[src/rtl/fetch_pc_unit_pkg.sv]
// -----------------------------------------------------------------------------
// fetch_pc_unit_pkg
// Shared types and constants for the instruction-fetch PC unit.
//   fetch_state_e : fetch FSM state (FETCH / WAIT / KILL), 2-bit encoded
//   fetch_entry_t : one fetched instruction plus its fall-through address
//   align_pc()    : clears bits [1:0] of an address
// -----------------------------------------------------------------------------
package fetch_pc_unit_pkg;

   localparam logic [31:0] NOP_INSTR_C     = 32'h0000_0000;
   localparam logic [31:0] PC_INC_C        = 32'd4;
   localparam logic [31:0] RESET_PC_C      = 32'h0000_0000;
   localparam logic [31:0] PC_ALIGN_MASK_C = 32'hFFFF_FFFC;

   // FETCH : a new request may be issued this cycle
   // WAIT  : a request is outstanding and must be held until ack
   // KILL  : the outstanding request belongs to a wrong path; its data is dropped
   typedef enum logic [1:0] {
      FETCH = 2'b00,
      WAIT  = 2'b01,
      KILL  = 2'b10
   } fetch_state_e;

   typedef struct packed {
      logic [31:0] instr;
      logic [31:0] pc4;
   } fetch_entry_t;

   function automatic logic [31:0] align_pc(input logic [31:0] addr);
      return addr & PC_ALIGN_MASK_C;
   endfunction

endpackage

[src/rtl/fetch_skid_buf.sv]
// -----------------------------------------------------------------------------
// fetch_skid_buf
// One-entry holding buffer for an instruction that returned from memory while
// the pipeline was stalled.
//   clk_i    : clock
//   rst_ni   : synchronous active-low reset (empties the buffer)
//   load_i   : capture entry_i, buffer becomes full
//   drain_i  : buffer contents consumed, buffer becomes empty
//   clear_i  : discard contents (flush); wins over load_i and drain_i
//   entry_i  : {instr, pc4} to capture
//   full_o   : buffer holds a valid entry
//   entry_o  : buffered {instr, pc4}
// -----------------------------------------------------------------------------
module fetch_skid_buf
   import fetch_pc_unit_pkg::*;
(
   input  logic         clk_i,
   input  logic         rst_ni,
   input  logic         load_i,
   input  logic         drain_i,
   input  logic         clear_i,
   input  fetch_entry_t entry_i,
   output logic         full_o,
   output fetch_entry_t entry_o
);

   logic         full_q;
   logic         full_d;
   fetch_entry_t entry_q;

   always_comb begin
      full_d = full_q;
      if (clear_i) begin
         full_d = 1'b0;
      end else if (load_i) begin
         full_d = 1'b1;
      end else if (drain_i) begin
         full_d = 1'b0;
      end
   end

   // NOTE: sequential state is always written with non-blocking assignments so
   // every register samples values from before the edge, independent of order.
   always_ff @(posedge clk_i) begin
      if (!rst_ni) begin
         full_q <= 1'b0;
      end else begin
         full_q <= full_d;
      end
   end

   // NOTE: the payload has no reset; it is only observed while full_q is set,
   // so resetting it would add reset fan-out without changing behaviour.
   always_ff @(posedge clk_i) begin
      if (load_i && !clear_i) begin
         entry_q <= entry_i;
      end
   end

   assign full_o  = full_q;
   assign entry_o = entry_q;

endmodule

[src/rtl/fetch_pc_unit.sv]
// -----------------------------------------------------------------------------
// fetch_pc_unit
// Instruction-fetch stage: PC register, req/ack instruction-memory port and the
// IF/ID pipeline register. Redirects flush wrong-path fetches (including one in
// flight); hazard stalls are absorbed by a one-entry skid buffer.
//
// Optional build macro: FETCH_PERF_CNT_EN adds o_cnt_fetch / o_cnt_flush.
//
// Ports:
//   i_clk         : clock, all state updates on rising edge
//   i_rst_n       : synchronous active-low reset
//   i_stall       : hold PC and IF/ID
//   i_pcsrc       : redirect request (priority over stall and ack)
//   i_nextpc      : redirect target, bits [1:0] ignored
//   o_imem_req    : fetch request valid
//   o_imem_addr   : fetch address (word aligned)
//   i_imem_ack    : memory returns data this cycle
//   i_imem_rdata  : instruction word, valid with i_imem_ack
//   o_cnt_fetch   : (FETCH_PERF_CNT_EN) instructions loaded into IF/ID
//   o_cnt_flush   : (FETCH_PERF_CNT_EN) cycles with i_pcsrc=1
//   o_ifid_instr  : IF/ID instruction
//   o_ifid_pc4    : IF/ID fetch address + 4
//   o_ifid_valid  : IF/ID holds a real instruction
// -----------------------------------------------------------------------------
module fetch_pc_unit
   import fetch_pc_unit_pkg::*;
#(
   parameter logic [31:0] RESET_PC  = RESET_PC_C,
   parameter logic [31:0] NOP_INSTR = NOP_INSTR_C
)
(
   input  logic        i_clk,
   input  logic        i_rst_n,
   input  logic        i_stall,
   input  logic        i_pcsrc,
   input  logic [31:0] i_nextpc,
   output logic        o_imem_req,
   output logic [31:0] o_imem_addr,
   input  logic        i_imem_ack,
   input  logic [31:0] i_imem_rdata,
`ifdef FETCH_PERF_CNT_EN
   output logic [31:0] o_cnt_fetch,
   output logic [31:0] o_cnt_flush,
`endif
   output logic [31:0] o_ifid_instr,
   output logic [31:0] o_ifid_pc4,
   output logic        o_ifid_valid
);

   fetch_state_e state_q, state_d;
   logic [31:0]  pc_q, pc_d;
   logic [31:0]  tgt_q, tgt_d;
   fetch_entry_t ifid_q, ifid_d;
   logic         ifid_valid_q, ifid_valid_d;
   // Set one cycle after reset releases; keeps the port idle in the reset
   // cycle and makes any ack left over from before reset meaningless.
   logic         run_q;

   logic         req;
   logic         ack_ok;
   logic [31:0]  pc_plus4;
   logic [31:0]  redirect_tgt;
   logic         ifid_load;

   logic         skid_load, skid_drain, skid_clear, skid_full;
   fetch_entry_t skid_in, skid_out;

   // -------------------------------------------------------------------------
   // Datapath helpers
   // -------------------------------------------------------------------------
   assign pc_plus4     = pc_q + PC_INC_C;     // wraps modulo 2^32
   assign redirect_tgt = align_pc(i_nextpc);
   assign skid_in      = '{instr: i_imem_rdata, pc4: pc_plus4};

   // Requests depend only on registered state, so the memory sees a stable
   // req/addr for the whole cycle. A full skid blocks new requests.
   assign req    = run_q && !skid_full;
   assign ack_ok = req && i_imem_ack;

   assign o_imem_req  = req;
   assign o_imem_addr = pc_q;                 // frozen at the killed address in KILL

   // -------------------------------------------------------------------------
   // Next-state / control
   // -------------------------------------------------------------------------
   // NOTE: every signal written here gets a default first, so no path through
   // the branches leaves a value unassigned and no latch is inferred.
   always_comb begin
      state_d      = state_q;
      pc_d         = pc_q;
      tgt_d        = tgt_q;
      ifid_d       = ifid_q;
      ifid_valid_d = ifid_valid_q;
      skid_load    = 1'b0;
      skid_drain   = 1'b0;
      skid_clear   = 1'b0;
      ifid_load    = 1'b0;

      if (i_pcsrc) begin
         // Redirect: flush IF/ID and skid, drop any same-cycle data.
         ifid_d       = '{instr: NOP_INSTR, pc4: 32'h0};
         ifid_valid_d = 1'b0;
         skid_clear   = 1'b1;
         if (req && !i_imem_ack) begin
            // Request is on the bus and must complete before re-targeting.
            tgt_d   = redirect_tgt;
            state_d = KILL;
         end else begin
            pc_d    = redirect_tgt;
            state_d = FETCH;
         end
      end else begin
         case (state_q)
            KILL: begin
               if (ack_ok) begin
                  pc_d    = tgt_q;
                  state_d = FETCH;
               end
            end
            default: begin  // FETCH, WAIT
               if (skid_full) begin
                  if (!i_stall) begin
                     ifid_d       = skid_out;
                     ifid_valid_d = 1'b1;
                     skid_drain   = 1'b1;
                     ifid_load    = 1'b1;
                  end
               end else if (ack_ok) begin
                  pc_d    = pc_plus4;
                  state_d = FETCH;
                  if (i_stall) begin
                     skid_load = 1'b1;
                  end else begin
                     ifid_d       = skid_in;
                     ifid_valid_d = 1'b1;
                     ifid_load    = 1'b1;
                  end
               end else if (req) begin
                  state_d = WAIT;
               end
            end
         endcase
      end
   end

   // -------------------------------------------------------------------------
   // State registers
   // -------------------------------------------------------------------------
   always_ff @(posedge i_clk) begin
      if (!i_rst_n) begin
         state_q      <= FETCH;
         pc_q         <= align_pc(RESET_PC);
         tgt_q        <= 32'h0;
         ifid_q       <= '{instr: NOP_INSTR, pc4: 32'h0};
         ifid_valid_q <= 1'b0;
         run_q        <= 1'b0;
      end else begin
         state_q      <= state_d;
         pc_q         <= pc_d;
         tgt_q        <= tgt_d;
         ifid_q       <= ifid_d;
         ifid_valid_q <= ifid_valid_d;
         run_q        <= 1'b1;
      end
   end

   fetch_skid_buf u_skid (
      .clk_i   (i_clk),
      .rst_ni  (i_rst_n),
      .load_i  (skid_load),
      .drain_i (skid_drain),
      .clear_i (skid_clear),
      .entry_i (skid_in),
      .full_o  (skid_full),
      .entry_o (skid_out)
   );

   assign o_ifid_instr = ifid_q.instr;
   assign o_ifid_pc4   = ifid_q.pc4;
   assign o_ifid_valid = ifid_valid_q;

`ifdef FETCH_PERF_CNT_EN
   // -------------------------------------------------------------------------
   // Performance counters (wrap naturally)
   // -------------------------------------------------------------------------
   logic [31:0] cnt_fetch_q;
   logic [31:0] cnt_flush_q;

   always_ff @(posedge i_clk) begin
      if (!i_rst_n) begin
         cnt_fetch_q <= 32'h0;
         cnt_flush_q <= 32'h0;
      end else begin
         if (ifid_load) cnt_fetch_q <= cnt_fetch_q + 32'd1;
         if (i_pcsrc)   cnt_flush_q <= cnt_flush_q + 32'd1;
      end
   end

   assign o_cnt_fetch = cnt_fetch_q;
   assign o_cnt_flush = cnt_flush_q;
`endif

endmodule

[config.mk]
export PLATFORM = sky130hd
export DESIGN_NAME = fetch_pc_unit
export DESIGN_NICKNAME = d
export VERILOG_FILES = /design/src/rtl/fetch_pc_unit_pkg.sv /design/src/rtl/fetch_skid_buf.sv /design/src/rtl/fetch_pc_unit.sv
export SDC_FILE = /design/constraint.sdc
export NUM_CORES = 1
export LEC_CHECK = 0
export ABC_AREA = 1
export CAP_MARGIN = 20
export CORE_MARGIN = 2
export CORE_UTILIZATION = 52
export DETAILED_ROUTE_END_ITERATION = 7
export GPL_ROUTABILITY_DRIVEN = 0
export PLACE_DENSITY = 0.81
export SLEW_MARGIN = 20
export SYNTH_ARGS = -nofsm -noshare
export SYNTH_HDL_FRONTEND = slang
export SYNTH_SLANG_ARGS = --single-unit
[constraint.sdc]
create_clock -name i_clk -period 3.2 [get_ports i_clk]
set_input_delay 0.64 -clock i_clk [delete_from_list [all_inputs] [get_ports i_clk]]
set_output_delay 0.64 -clock i_clk [all_outputs]
set_load 0.01 [all_outputs]
Word-level counts from Yosys, hierarchy flattened
Cells that the tools add are included.
Widths: inputs -> output; s select.

storage, ports and cells
  register bits = 195
  input port bits = 69
  output and inout bits = 98
  word-level logic and storage cells = 70

operators by class
  add/sub/neg operators = 1
  eq/ne operators = 6
  muxes and demuxes = 33
  bitwise logic cells = 2
  reductions and logical operators = 18

operators by type and width
  cell                   number
  $mux 64                4
  $mux 32                6
  $add 32x3->32 const B  1
  $mux 1                 16
  $mux 2                 7
  $reduce_and 4->1       2
  $ne 2x2->1 const B     3
  $ne 3x3->1 const B     2
  $logic_and 1x1->1      4
  $reduce_and 2->1       2
  $reduce_bool 2->1      2
  $reduce_bool 4->1      1
  $reduce_or 2->1        2
  $logic_not 1->1        3
  $reduce_and 3->1       1
  $reduce_bool 3->1      1
  $eq 2x2->1 const B     1
  $not 1->1              2

Depth between registers and ports, before layout
  word-level depth = 8
  gate-level depth with buffers = 10
  gate-level depth less buffers = 10

Cells and area by module
From an unflattened synthesis, not the netlist that was laid out.

second synthesis, totals
  cell total of the unflattened synthesis = 1,036
  area, all modules = 8,375.5 um^2

modules (own cells, without submodules)
  module          times used  cells an instance  area an instance (um^2)  seq. area each (um^2)
  fetch_pc_unit   1           964                6,402.4                  2,562.5
  fetch_skid_buf  1           72                 1,973.1                  1,941.9

Worst setup path before layout
Ideal clock, no wire load.

  kind = input-to-reg
  start point = in i_pcsrc
  end point = reg u_skid.entry_q (netlist bit u_skid.entry_o[10]), enable pin
  library setup time = 0.416 ns
  arrival = 2.195 ns
  data required time = 2.784 ns
  path slack = 0.589 ns
  cell stages on the path = 4
  path buffers = 1
  path through = buf_2 nor2_1 nand3_1 inv_1

between the ends
  elaborated cells between the ends (all ways) = 4
  those cells by class = mux (2); reduce/logical (2)

RTL lines
  what                  RTL line              RTL
  from (decl)           fetch_pc_unit.sv:35   input logic i_pcsrc,
  $mux 1                fetch_pc_unit.sv:99   if (i_pcsrc) begin
  named net skid_load   fetch_pc_unit.sv:65   logic skid_load, skid_drain, skid_clear, skid_full;
  $logic_and 1x1->1     fetch_skid_buf.sv:55  if (load_i && !clear_i) begin
  to (signal assigned)  fetch_skid_buf.sv:56  entry_q <= entry_i;
  to (decl)             fetch_skid_buf.sv:29  fetch_entry_t entry_q;

The timed path passes the listed nets, and every way through them passes these cells.
A chain may end at the register's enable or synchronous reset.

Final worst setup path
  start point = reg pc_q[4] (netlist: o_imem_addr[4])
  end point = out o_imem_addr[4]

RTL lines
  what                    RTL line              RTL
  from (decl)             fetch_pc_unit.sv:51   logic [31:0] pc_q, pc_d;
  from (signal assigned)  fetch_pc_unit.sv:152  pc_q <= align_pc(RESET_PC);
  from (signal assigned)  fetch_pc_unit.sv:159  pc_q <= pc_d;
  to (decl)               fetch_pc_unit.sv:38   output logic [31:0] o_imem_addr,

No word-level cell between the ends.

==> flow_summary.ini <==
[worst_setup_path]
cp-endpoint = o_imem_addr[4]
crit_start = o_imem_addr[4]$_SDFFE_PN0P_
r2r_end = o_ifid_pc4[24]$_SDFFE_PP0P_
worstPathMaxFanout = 7
reg2reg_depth = 9
slowest_delay_ns = 0.60
worst-path-buf-inv = 1
path_cells = clkdlybuf4s50_1
end_kind = primary output
crit_cells = 1
cp.required_ns = 2.56
cp_slowest_cell = clkdlybuf4s50_1
cp_top_family = buffers and inverters
cp.arrival_ns = 1.52
start_kind = flop
reg2reg_slack_ns = 1.10
reg2reg_from = o_imem_addr[2]$_SDFFE_PN0P_
crit_type = flop to primary output

[clock_tree]
cts.path.max_buffers = 2
cts_hold_buf = 0
clk_latency_ns = 0.44
cts_tree = yes
clk_pin_slew_ns = 0.07
postCtsSetupRepairBufs = 0
cts.sinks = 189
ctsResizeCount = 0
cts-root-buf = clkbuf_16
h-tree-depth = 4
cts_made_buffers = 17

[route]
routed_wl_um = 21700
wire_per_inst_um = 15.8
wl_met2_um = 9870
dr.max_layer_used = met4
drtIter0Drc = 619
detail-route-antenna-nets = 0
drt_pass1_iterations = 5
via_per_inst = 5.46
wl_met1_um = 9660
via_count = 7497
wl_met3_um = 1820
remaining_drc_errors = 0

[timing]
fmax_mhz = 462
period_share_pct = 67.6
rsz0062_at_grt = no
worst_slack_ns = 1.04
finalSetupViolCount = 0
slew_violations = 0
setup_tns_ns = 0
finClkSkew_ns = 0.00930
whs_ns = 0.473
final_hold_viol_count = 0
tightest_slew_ns = 1.02
period_minus_slack_ns = 2.16
relSlewSlack_pct = 31.9

[floorplan]
rows = 45
die_area_um2 = 16800
die_w_um = 130
die_y_um = 130
core_area_um2 = 15300
ioPinCount = 167
start_util_pct = 53.7

[pwr]
power_density_nw_per_um2 = 522
p_leak_nw = 4.09
vdd_ir_drop_max_mv = 0.453

[logic_synthesis]
synth_area_per_cell_um2 = 8.06
synth_fa_ha_area_share_pct = 0.152
synth-seq-cells = 189
synth-xor-area-share_pct = 0.851
synth_compound_area_share_pct = 19.9
seq_area_frac_synth_pct = 53.5
synthSimpleGateAreaFrac_pct = 19.2
syn_area_um2 = 8230
synthCells = 1021
yosysUniqueCellTypes = 31
synth_top_family_by_area = compound AO/OA/AOI/OAI gates
synth_mux_area_share_pct = 0
yosysWarnings = 0

[global_route]
gr-total-overflow = 0
grt_max_degree = 85
grt_first_pass_wirelength_um = 34300
grt_pass1_vias = 6845
grt_usage_pct = 26.0
antenna_found_initial = 0

[final_layout]
area_growth_syn_to_layout_pct = 28.4
final_common_cell = nand2_1
nNetsFinal = 1219
drive_above_1_share_pct = 5.59
postLayoutCoreUtil_pct = 69.0
layout_common_cells = nand2_1, clkdlybuf4s50_1, dfxtp_1
antennaDiodeCount = 0

[outcome]
status = complete, no violations

[place]
io_buffers = 160
post-place-ws_ns = 0.663
hpwl_um = 14100

[min_path]
worstHoldPathType = flop to flop

[run]
cap_violations = 0
state kept, by name, indices dropped and copies added (netlist names):
register / count
o_imem_addr: 30
tgt_q: 30
u_skid.full_o: 1
run_q: 1
o_ifid_instr: 32
o_ifid_pc4: 30
state_q: 2
u_skid.entry_o: 62
o_ifid_valid: 1
area by class of cell:
type / instances / area (µm²)
clock buffer: 18 / 450
clock inverter: 14 / 170
fill: 1279 / 4740
inverter: 61 / 229
multi-input combinational: 708 / 3320
sequential: 189 / 4410
tap: 211 / 264
timing repair buffer: 172 / 1730
synthesized netlist by cell type, drive strengths merged:
cell	instances	area, µm²
nand3b	1	7.51
clkbuf	41	154
or2	3	18.8
a21oi	105	526
buf	25	145
a31oi	30	188
ha	1	12.5
o211a	5	50.1
dfxtp	127	2540
edfxtp	62	1860
nor3	1	10.0
xnor2	3	26.3
o211ai	3	22.5
o21bai	11	82.6
nor2	113	447
nand3	44	230
xor2	5	43.8
nand2	228	863
conb	1	3.75
inv	61	229
o21ai	147	736
o31ai	1	7.51
a211oi	3	22.5
power breakdown:
group / internal [mW] / switching, mW / total, mW / leakage, nW
registers: 2.57 / 0.0857 / 2.66 / 1.60
clock network: 1.23 / 0.982 / 2.21 / 0.299
logic: 0.287 / 0.354 / 0.641 / 2.19
worst min path at each step:
stage	startpoint	endpoint	cells after the start
after CTS	state_q[1]$_SDFFE_PN0P_	state_q[1]$_SDFFE_PN0P_	2
after global placement	state_q[1]$_SDFFE_PN0P_	state_q[1]$_SDFFE_PN0P_	2
after floorplan	state_q[1]$_SDFFE_PN0P_	state_q[1]$_SDFFE_PN0P_	2
final	state_q[1]$_SDFFE_PN0P_	state_q[1]$_SDFFE_PN0P_	2
after detailed placement	state_q[1]$_SDFFE_PN0P_	state_q[1]$_SDFFE_PN0P_	2
after global routing	state_q[1]$_SDFFE_PN0P_	state_q[1]$_SDFFE_PN0P_	2
cells by family after synthesis:
family / after synthesis
AND/OR/NAND/NOR: 390
AO/OA/AOI/OAI: 305
flip-flops: 189
buffers and inverters: 127
XOR/XNOR: 8
adder cells (fa/ha/maj): 1
other: 1
through the flow:
step                area [µm²]  power, mW  cells
floorplan                 8240       3.03   1024
global placement          9950       3.32   1341
detailed placement        9950       3.34   1341
CTS                      10600       5.52   1373
global route             10600       5.72   1373
finish                   10600       5.51   1373
metal layers:
metal	GRT usage, %	vias to the layer above
met5	0	-
met4	8.16	0
met3	4.72	39
met2	41.8	330
met1	35.8	3439
li1	-	3689
Power figures use the tool's default switching activity.
